--- config.mk ---
export PLATFORM = sky130hd
export DESIGN_NAME = rv3n_dmem_sram_bridge_flat
export DESIGN_NICKNAME = d
export VERILOG_FILES = /design/src/rtl/rv3n_dmem_sram_bridge_if.sv /design/src/rtl/rv3n_dmem_sram_bridge.sv /design/src/flat_wrapper.sv
export SDC_FILE = /design/constraint.sdc
export NUM_CORES = 1
export LEC_CHECK = 0
export CORE_ASPECT_RATIO = 1.75
export CORE_UTILIZATION = 29
export DETAILED_ROUTE_END_ITERATION = 12
export HOLD_SLACK_MARGIN = 0.12
export PLACE_DENSITY_LB_ADDON = 0.25
export SYNTH_ARGS = -nofsm -noshare
export SYNTH_HDL_FRONTEND = slang
export SYNTH_SLANG_ARGS = --single-unit
--- constraint.sdc ---
create_clock -name clk -period 1.7 [get_ports clk]
set_input_delay 0.255 -clock clk [delete_from_list [all_inputs] [get_ports clk]]
set_output_delay 0.255 -clock clk [all_outputs]
set_load 0.01 [all_outputs]
--- src/rtl/rv3n_dmem_sram_bridge_if.sv ---
// rtl/rv3n_dmem_sram_bridge_if.sv - LSU data-memory request/response bus
interface rv3n_dmem_sram_bridge_if #(
    parameter int XLEN = 32
);
    logic            dmem_req;
    logic            dmem_cmd;
    logic [1:0]      dmem_width;
    logic [XLEN-1:0] dmem_addr;
    logic [XLEN-1:0] dmem_wdata;
    logic [XLEN-1:0] dmem_rdata;
    logic            dmem_resp;
    logic            dmem_err;

    modport master (
        output dmem_req, dmem_cmd, dmem_width, dmem_addr, dmem_wdata,
        input  dmem_rdata, dmem_resp, dmem_err
    );

    modport slave (
        input  dmem_req, dmem_cmd, dmem_width, dmem_addr, dmem_wdata,
        output dmem_rdata, dmem_resp, dmem_err
    );
endinterface

--- src/rtl/rv3n_dmem_sram_bridge.sv ---
// rtl/rv3n_dmem_sram_bridge.sv - LSU dmem to single-port SRAM bridge (option: RV3N_DMEM_MISALIGN_ERR_EN)
module rv3n_dmem_sram_bridge #(
    parameter int XLEN    = 32,
    parameter int SRAM_AW = 14,
    parameter int WAIT    = 0
) (
    input  logic                   clk,
    input  logic                   rst,
    rv3n_dmem_sram_bridge_if.slave dmem,
    output logic                   sram_ce,
    output logic                   sram_we,
    output logic [3:0]             sram_be,
    output logic [SRAM_AW-1:0]     sram_addr,
    output logic [XLEN-1:0]        sram_wdata,
    input  logic [XLEN-1:0]        sram_rdata
);
    typedef enum logic [1:0] {
        ST_IDLE  = 2'd0,
        ST_LAT   = 2'd1,
        ST_WAITS = 2'd2,
        ST_RESP  = 2'd3
    } state_t;

    // With no wait states the LAT cycle is also the response cycle and no hold register is needed.
    localparam bit         HAS_WAIT = (WAIT > 0);
    localparam logic [2:0] WAIT_M1  = HAS_WAIT ? 3'(WAIT - 1) : 3'd0;

    state_t          state_q, state_d;
    logic [2:0]      cnt_q, cnt_d;
    logic            cmd_q, cmd_d;
    logic [1:0]      width_q, width_d;
    logic [1:0]      off_q, off_d;
    logic            err_q, err_d;
    logic [XLEN-1:0] hold_q, hold_d;

    logic            resp;
    logic            accept;
    logic            illegal;
    logic            misalign;
    logic            out_of_range;
    logic [XLEN-1:0] word_sel;
    logic [7:0]      byte_sel;
    logic [15:0]     half_sel;
    logic [XLEN-1:0] ld_data;

    // Classify the request on the bus and decide whether it is taken this cycle.
    always_comb begin
        out_of_range = (dmem.dmem_addr >> (SRAM_AW + 2)) != '0;
`ifdef RV3N_DMEM_MISALIGN_ERR_EN
        misalign = ((dmem.dmem_width == 2'd1) && dmem.dmem_addr[0]) ||
                   ((dmem.dmem_width == 2'd2) && (dmem.dmem_addr[1:0] != 2'b00));
`else
        misalign = 1'b0;
`endif
        illegal = (dmem.dmem_width == 2'd3) || out_of_range || misalign;
        resp    = (state_q == ST_RESP) || ((state_q == ST_LAT) && !HAS_WAIT);
        accept  = rst && dmem.dmem_req && ((state_q == ST_IDLE) || resp);
    end

    // State register.
    always_ff @(posedge clk or negedge rst) begin
        if (!rst) begin
            state_q <= ST_IDLE;
        end else begin
            state_q <= state_d;
        end
    end

    // Captured access attributes, wait counter and read-data hold register.
    always_ff @(posedge clk or negedge rst) begin
        if (!rst) begin
            cnt_q   <= 3'd0;
            cmd_q   <= 1'b0;
            width_q <= 2'd0;
            off_q   <= 2'd0;
            err_q   <= 1'b0;
            hold_q  <= '0;
        end else begin
            cnt_q   <= cnt_d;
            cmd_q   <= cmd_d;
            width_q <= width_d;
            off_q   <= off_d;
            err_q   <= err_d;
            hold_q  <= hold_d;
        end
    end

    // Next state: an accept always restarts at LAT, even from the response cycle.
    always_comb begin
        state_d = state_q;
        cnt_d   = cnt_q;
        cmd_d   = cmd_q;
        width_d = width_q;
        off_d   = off_q;
        err_d   = err_q;
        hold_d  = hold_q;
        case (state_q)
            ST_LAT: begin
                if (HAS_WAIT) begin
                    hold_d  = sram_rdata;
                    cnt_d   = WAIT_M1;
                    state_d = (WAIT_M1 == 3'd0) ? ST_RESP : ST_WAITS;
                end else begin
                    state_d = ST_IDLE;
                end
            end
            ST_WAITS: begin
                cnt_d = cnt_q - 3'd1;
                if (cnt_q == 3'd1) begin
                    state_d = ST_RESP;
                end
            end
            ST_RESP: begin
                state_d = ST_IDLE;
            end
            default: begin
                state_d = state_q;
            end
        endcase
        if (accept) begin
            state_d = ST_LAT;
            cmd_d   = dmem.dmem_cmd;
            width_d = dmem.dmem_width;
            off_d   = dmem.dmem_addr[1:0];
            err_d   = illegal;
        end
    end

    // SRAM strobes for the accepted access and the combinational response.
    always_comb begin
        sram_ce   = accept && !illegal;
        sram_we   = sram_ce && dmem.dmem_cmd;
        sram_addr = dmem.dmem_addr[SRAM_AW+1:2];
        sram_be   = 4'b0000;
        if (sram_ce) begin
            case (dmem.dmem_width)
                2'd0:    sram_be = 4'b0001 << dmem.dmem_addr[1:0];
                2'd1:    sram_be = 4'b0011 << {dmem.dmem_addr[1], 1'b0};
                default: sram_be = 4'b1111;
            endcase
        end
        case (dmem.dmem_width)
            2'd0:    sram_wdata = XLEN'({4{dmem.dmem_wdata[7:0]}});
            2'd1:    sram_wdata = XLEN'({2{dmem.dmem_wdata[15:0]}});
            default: sram_wdata = dmem.dmem_wdata;
        endcase

        word_sel = HAS_WAIT ? hold_q : sram_rdata;
        byte_sel = 8'(word_sel >> {off_q, 3'b000});
        half_sel = 16'(word_sel >> {off_q[1], 4'b0000});
        ld_data  = '0;
        case (width_q)
            2'd0:    ld_data[7:0]  = byte_sel;
            2'd1:    ld_data[15:0] = half_sel;
            default: ld_data       = word_sel;
        endcase

        dmem.dmem_resp  = resp;
        dmem.dmem_err   = resp && err_q;
        dmem.dmem_rdata = (resp && !cmd_q && !err_q) ? ld_data : '0;
    end
endmodule

--- src/flat_wrapper.sv ---
// flat-port wrapper written by rule: the top's interface ports become plain ports
module rv3n_dmem_sram_bridge_flat 
#(
    parameter int XLEN    = 32,
    parameter int SRAM_AW = 14,
    parameter int WAIT    = 0
)
  (clk, rst, sram_ce, sram_we, sram_be, sram_addr, sram_wdata, sram_rdata, dmem_dmem_req, dmem_dmem_cmd, dmem_dmem_width, dmem_dmem_addr, dmem_dmem_wdata, dmem_dmem_rdata, dmem_dmem_resp, dmem_dmem_err);
  rv3n_dmem_sram_bridge_if #(.XLEN(XLEN)) dmem_i ();
  input  logic clk;
  input  logic rst;
  output logic sram_ce;
  output logic sram_we;
  output logic [3:0] sram_be;
  output logic [SRAM_AW-1:0] sram_addr;
  output logic [XLEN-1:0] sram_wdata;
  input  logic [XLEN-1:0] sram_rdata;
  input wire logic [$bits(dmem_i.dmem_req)-1:0] dmem_dmem_req;
  input wire logic [$bits(dmem_i.dmem_cmd)-1:0] dmem_dmem_cmd;
  input wire logic [$bits(dmem_i.dmem_width)-1:0] dmem_dmem_width;
  input wire logic [$bits(dmem_i.dmem_addr)-1:0] dmem_dmem_addr;
  input wire logic [$bits(dmem_i.dmem_wdata)-1:0] dmem_dmem_wdata;
  output wire logic [$bits(dmem_i.dmem_rdata)-1:0] dmem_dmem_rdata;
  output wire logic [$bits(dmem_i.dmem_resp)-1:0] dmem_dmem_resp;
  output wire logic [$bits(dmem_i.dmem_err)-1:0] dmem_dmem_err;
  assign dmem_i.dmem_req = dmem_dmem_req;
  assign dmem_i.dmem_cmd = dmem_dmem_cmd;
  assign dmem_i.dmem_width = dmem_dmem_width;
  assign dmem_i.dmem_addr = dmem_dmem_addr;
  assign dmem_i.dmem_wdata = dmem_dmem_wdata;
  assign dmem_dmem_rdata = dmem_i.dmem_rdata;
  assign dmem_dmem_resp = dmem_i.dmem_resp;
  assign dmem_dmem_err = dmem_i.dmem_err;
  rv3n_dmem_sram_bridge #(.XLEN(XLEN), .SRAM_AW(SRAM_AW), .WAIT(WAIT)) u_core (.clk(clk), .rst(rst), .dmem(dmem_i), .sram_ce(sram_ce), .sram_we(sram_we), .sram_be(sram_be), .sram_addr(sram_addr), .sram_wdata(sram_wdata), .sram_rdata(sram_rdata));
endmodule
==> results of run 1 <==
## sequential cells by signal (all words and copies together) (netlist names)
register        count
u_core.cmd_q        1
u_core.cnt_q        3
u_core.err_q        1
u_core.off_q        2
u_core.state_q      2
u_core.width_q      2
## cell families after synthesis
logic type               count (synthesis)  synth area share [%]
AO/OA/AOI/OAI                           56                  21.8
multiplexers                            28                  17.3
XOR/XNOR                                 2                 0.994
AND/OR/NAND/NOR                         86                  26.6
adder cells (fa/ha/maj)                  2                  1.42
buffers and inverters                   50                  16.3
flip-flops                              11                  15.6
## final cells by class
type	instances	area [sq um]	share of cell area, %
Tap cell	78	97.6	2.69
Timing Repair Buffer	210	1830	50.5
Sequential cell	11	277	7.63
Multi-Input combinational cell	174	1340	36.8
Clock buffer	4	45.0	1.24
Inverter	10	40.0	1.10
## metrics by stage
stage	setup TNS (ns)	worst slack [ns]	utilization, %
after detailed placement	-21.71	-0.884	60.5
after global placement	-21.01	-0.880	60.5
after CTS	-1.94	-0.202	62.5
after global routing	-2.53	-0.216	61.6
after floorplan	0	0.166	-
final	-1.35	-0.171	61.6
## worst paths after layout
check	to	slack, ns	cells after the start
max reg2reg	u_core.err_q	0.33	6
min in group clk	u_core.width_q[0]	0.44	4
max in group asynchronous	u_core.width_q[1]	1.42	2
max	dmem_dmem_rdata[1]	-0.17	5
min reg2reg	u_core.cnt_q[2]	0.47	1
min	u_core.err_q	0.14	2
## Yosys cell counts (all sizes together) (4+ instances only)
cell type / number / share of area, %
inv: 10 / 2.1
o21ai: 17 / 4.8
a222oi: 4 / 2.3
mux2i: 8 / 4.5
and3: 17 / 6.0
buf: 31 / 12
a22oi: 12 / 5.1
nand2b: 5 / 2.3
clkbuf: 9 / 1.9
dfrtp: 11 / 16
nor2: 16 / 3.7
mux2: 20 / 13
nand3b: 4 / 1.7
nor4: 4 / 2.5
a21oi: 8 / 2.9
a22o: 4 / 2.0
nor2b: 5 / 1.8
a21o: 9 / 3.8
nand2: 28 / 6.0
## metal layers
layer | up-vias | global-route usage [%]
met5 | - | 0
met4 | 0 | 8.77
met3 | 15 | 6.81
met2 | 149 | 42.3
met1 | 1092 | 19.6
li1 | 1160 | -
## power groups by stage
stage	Sequential, uW	Combinational [uW]	Clock (uW)
4_1_cts	294	885	267
3_5_place_dp	296	832	0
2_1_floorplan	290	379	0
6_report	296	895	257
5_1_grt	298	962	277
3_3_place_gp	295	825	0
## what timing repair did
| action | CTS | global route |
|---|---|---|
| cloned | 2 | 0 |
| setup endpoints to repair | 62 | 45 |
| pin swaps | 28 | 19 |
| gates resized for setup | 243 | 48 |
| buffers inserted | 10 | 2 |
## layout by cell type (no fill, tap or decap), types with 2 or more instances in the layout
cell             synthesis  layout
a21o_1                   9       9
a21oi_1                  5       4
a21oi_2                  3       4
a222oi_1                 4       4
a22o_1                   4       4
a22oi_1                 12       7
a22oi_2                  0       5
and2_1                   3       2
and3_1                  17      16
buf_12                   0       7
buf_2                    7      35
buf_4                   22      34
buf_6                    1      15
clkbuf_2                 0      16
clkbuf_8                 0       3
clkdlybuf4s15_1          0       4
clkdlybuf4s50_1          0      77
dfrtp_1                 11      10
dlygate4sd2_1            0      21
ha_1                     2       2
inv_1                    7       7
inv_2                    3       2
mux2_1                  17      13
mux2_2                   3       2
mux2_4                   0       5
mux2i_1                  8       8
nand2_1                 28      27
nand2b_1                 3       3
nand2b_4                 1       2
nand3b_1                 4       4
nor2_1                  14      13
nor2_2                   2       2
nor2b_4                  0       5
nor4_2                   3       3
o21ai_0                  2       2
o21ai_1                 15      15
xnor2_1                  2       2
==> impl_metrics.tcl, run 1 <==
set metrics [dict create \
    htreeDepth 1 \
    placed_area_sq_mm 0.00356 \
    top_layer "met4" \
    yosys_warnings 0 \
    grt.overflow.total 0 \
    ir_drop_uv 363 \
    placed_cells 471 \
    placementRows 37 \
    timing.fmax_mhz 534 \
    finalSetupViolCount 18 \
    p_int_uw 978 \
    drv_cap 0 \
    path_buf_inv 2 \
    place_congestion 0.802 \
    pwr-share-comb_pct 61.8 \
    hpwlAfterDp_um 5620 \
    p_per_area_mw_per_mm2 400 \
    synth-seq-area-share_pct 15.6 \
    wl_met3_um 671 \
    p_total_uw 1450 \
    failed_checks "setup timing" \
    cpPeakStageDelay_ns 0.40 \
    drt-met1-wl_um 2320 \
    timing_hold_violations_final 0 \
    fin_cells 487 \
    critPathArrivalTime_ns 1.62 \
    cts_num_sinks 11 \
    p_leak_uw 0.00180 \
    path_class "flop to output port" \
    fin_ws_ns -0.171 \
    initial_core_util_pct 30.0 \
    drt_pre_antenna_iters 4 \
    drc_errors 0 \
    crit_path_max_fanout 8 \
    async_reset_ff_share_pct 100 \
    crit_required_ns 1.44 \
    ys_ff_latch 11 \
    clkPwrFrac_pct 17.8 \
    clkLatencyLatePin_ns 0.24 \
    yosysUniqueCellTypes 39 \
    root_buffer "clkbuf_8" \
    switching_share_pct 32.4 \
    grt_pass1_wl_um 10900 \
    cts_buffer_depth 2 \
    post-route-cell-area_sq_mm 0.00362 \
    synth-edff-count 0 \
    fill_cells 579 \
    cp-start-kind "flop" \
    cts_tree "yes" \
    antenna_cells 0 \
    cp_slowest_cell "dfrtp_1" \
    layout-drive-gt1-share_pct 36.7 \
    end_kind "output port" \
    netlist_instances 235 \
    syn_nets 339 \
    drt_iter0_markers 144 \
    crit_chain "buf_12 -> mux2_4 -> a222oi_1 -> nor2_1 -> buf_2" \
    syn_to_final_growth_pct 106 \
    worst_clock_skew_ns 0.00197 \
    syn_area_sq_mm 0.00176 \
    dieArea_sq_mm 0.00640 \
    grt_util_all_layers_pct 22.0 \
    cp_top_family "flip-flops" \
    holdWs_ns 0.142 \
    coreArea_sq_mm 0.00588 \
    seqPwrFrac_pct 20.4 \
    port-buffer-count 159 \
    synth_ff_type "dfrtp_1" \
    syn_avg_cell_area_sq_um 7.50 \
    cp-startpoint "u_core.off_q[1]" \
    slew_headroom_pct 81.3 \
    antenna_found_initial 0 \
    postRouteAntennaNets 0 \
    rr_startpoint "u_core.state_q[0]" \
    outcome "finished with violations" \
    cts.clk_slew.worst_paths_ns 0.05 \
    worstMarginPinSlew_ns 0.281 \
    die_y_um 105 \
    wl_um 7220 \
    p_switching_uw 470 \
    numCtsBuffers 3 \
    rsz0062_at_grt "yes" \
    final_nets 514 \
    holdBufCountCts 0 \
    vias 2416 \
    io_pins 188 \
    slew_viol_final 0 \
    hold_path.class "input pin to asynchronous set/reset pin" \
    fin_crit_sh_pct 110 \
    wl_met2_um 4080 \
    grt_max_degree 17 \
    first_global_vias 2498 \
    die_x_um 60.9 \
    min_period_ns 1.87 \
    wl_per_cell_um 14.8 \
    post_drt_via_cell_ratio 4.96 \
]
(Power assumes the default switching activity.)
==> inputs of run 2 (changes only) <==
Settings changed: ABC_AREA set to 1, CORE_MARGIN set to 2, CORE_UTILIZATION 29 to 26.
Clock period 1.7 ns to 1.5 ns, I/O delays scaled along.
==> impl_metrics.tcl, run 2 <==
set metrics [dict create \
    outcome "finished with violations" \
    failed_checks "setup timing" \
    cts_num_sinks 11 \
    syn_area_sq_mm 0.00177 \
    final_common_cell "nand2_1" \
    slew_headroom_pct 78.8 \
    async_reset_ff_share_pct 100 \
    place_congestion 0.770 \
    synth_ff_type "dfrtp_1" \
    synth_commonest_cells "nand2_1, nor2_1, inv_1" \
    crit_path_max_fanout 5 \
    end_kind "output port" \
    layout-drive-gt1-share_pct 35.4 \
    finalSetupViolCount 38 \
    final_nets 627 \
    synth.most_common_cell "nand2_1" \
    rsz0062_at_grt "yes" \
    drc_errors 0 \
    syn_avg_cell_area_sq_um 5.26 \
    drt_pre_antenna_iters 4 \
    netlist_instances 337 \
    cts.clk_slew.worst_paths_ns 0.04 \
    yosys_warnings 0 \
    fin_ws_ns -0.203 \
    fin_tns_setup_ns -4.85 \
    crit_required_ns 1.27 \
    synth-edff-count 0 \
    slew_viol_final 0 \
    drt-met1-wl_um 2610 \
    grt_util_all_layers_pct 20.4 \
    timing.fmax_mhz 587 \
    rr_endpoint "u_core.err_q" \
    post_drt_via_cell_ratio 4.65 \
    largest_register_ffs 3 \
    cp-startpoint "u_core.off_q[1]" \
    top_layer "met4" \
    dieArea_sq_mm 0.00752 \
    root_buffer "clkbuf_16" \
    antenna_found_initial 0 \
    coreArea_sq_mm 0.00659 \
    first_global_vias 2759 \
    grt.overflow.total 0 \
    die_x_um 66.4 \
    postRouteAntennaNets 0 \
    cp-start-kind "flop" \
    hold_path.class "input pin to output port" \
    yosysUniqueCellTypes 25 \
    ir_drop_uv 372 \
    placementRows 39 \
    endpoint "dmem_dmem_rdata[7]" \
    grt_max_degree 22 \
    port-buffer-count 159 \
    wl_met2_um 4540 \
    fin_crit_sh_pct 114 \
    timing_hold_violations_final 0 \
    ys_ff_latch 11 \
    ff2ff_setup_slack_ns 0.06 \
    path_class "flop to output port" \
    yosysTopAreaCell "nand2_1" \
    worst_clock_skew_ns 0.00132 \
    final_cell_mix "nand2_1, clkdlybuf4s50_1, dlygate4sd2_1, buf_6, buf_4" \
    top_register "u_core.cnt_q" \
    drv_cap 0 \
    htreeDepth 1 \
    placed_cells 571 \
    p_per_area_mw_per_mm2 468 \
    clkLatencyLatePin_ns 0.24 \
    vias 2806 \
    fin_cells 604 \
    p_total_uw 1870 \
    cts_tree "yes" \
    numCtsBuffers 3 \
    worstMarginPinSlew_ns 0.317 \
    synth-seq-area-share_pct 15.5 \
    rr_startpoint "u_core.state_q[0]" \
    critPathArrivalTime_ns 1.48 \
    antenna_cells 0 \
    synth_area_leaders "nand2_1, dfrtp_1, buf_4" \
    synth_top_area_share_pct 34.1 \
    syn_to_final_growth_pct 126 \
    grt_pass1_wl_um 12200 \
    wl_met3_um 601 \
    whs_path_depth 0 \
    cts_buffer_depth 2 \
    drt_iter0_markers 84 \
    io_pins 188 \
    hpwlAfterDp_um 5680 \
    wl_um 7940 \
    min_period_ns 1.70 \
    wl_per_cell_um 13.1 \
    p_leak_uw 0.00210 \
    reg2reg_depth 11 \
    die_y_um 113 \
    initial_core_util_pct 26.9 \
    syn_nets 441 \
]
[run 2: changes by cell type in the layout (fill, tap and decap cells not counted), moves of 12 or more]
cell,previous run,this run
nand2_1,27,137
nor2_4,1,14
buf_6,15,35
nand2_2,1,20
o21ai_1,15,1
mux2_1,13,0
dlygate4sd2_1,21,35
and3_1,16,0
o21ai_0,2,14
inv_1,7,23
[run 2: layout make-up]
type                       instances  area, sq um
tap                               82          103
clock buffer                       4         78.8
fill                             655         2590
timing repair inverter             2         18.8
timing repair buffer             216         1980
sequential                        11          277
inverter                          33          138
multi-input combinational        256         1400
[run 2: critical path, stage by stage (launching register included)]
cell and delay (ns):
dfrtp_2 0.41, clkinvlp_4 0.14, buf_6 0.14, buf_6 0.11
nand2_2 0.05, nand2_2 0.05, nand2_1 0.07, nand3_2 0.06
nand2_2 0.06, inv_2 0.03, buf_6 0.11
[run 2: routing by layer]
layer  track usage [%]  vias up
li1                  -     1381
met1              19.1     1260
met2              42.3      148
met3              3.48       17
met4              5.58        0
met5                 0        -
[run 2: how the worst min path moves through the flow]
stage	start	to	slack, ns
finish	dmem_dmem_addr[3]	sram_addr[1]	0.45
global route	dmem_dmem_addr[3]	sram_addr[1]	0.45
CTS	dmem_dmem_addr[14]	sram_addr[12]	0.45
detailed placement	dmem_dmem_addr[14]	sram_addr[12]	0.45
global placement	dmem_dmem_addr[14]	sram_addr[12]	0.45
floorplan	rst	u_core.cmd_q	-0.07
[run 2: cells by family (layout without fill, tap and decap cells)]
kind of cell               Yosys count  count (layout)  share of synthesized area, %
adders and majority gates            2               2                          1.41
xor gates and xnor gates             2               2                         0.989
and+or+nand+nor                    218             218                          48.5
buffers and inverters               70             255                          21.8
DFF                                 11              11                          15.5
AOI/OAI and AO/OA                   34              34                          11.8
[run 2: through the flow]
step / hold WS, ns / utilization, % / instance area [sq um] / setup WS [ns]
global route: 0.450 / 60.7 / 4000 / -0.289
global placement: 0.450 / 52.3 / 3440 / -0.667
floorplan: -0.0706 / - / 1770 / 0.140
detailed placement: 0.450 / 52.3 / 3440 / -0.692
finish: 0.450 / 60.7 / 4000 / -0.203
CTS: 0.450 / 57.7 / 3800 / -0.237
[run 2: power by group]
part	internal (uW)	switching, uW
registers	317	22.2
clock network	357	136
logic	542	499
[run 2: repair_timing]
| action | in CTS | in global routing |
|---|---|---|
| endpoints found under the setup margin | 67 | 58 |
| cloned | 4 | 0 |
| pin swaps | 36 | 24 |
| gates resized for setup | 288 | 84 |
| hold buffers | 1 | 0 |
| endpoints found under the hold margin | 11 | 0 |
| setup buffers | 25 | 0 |
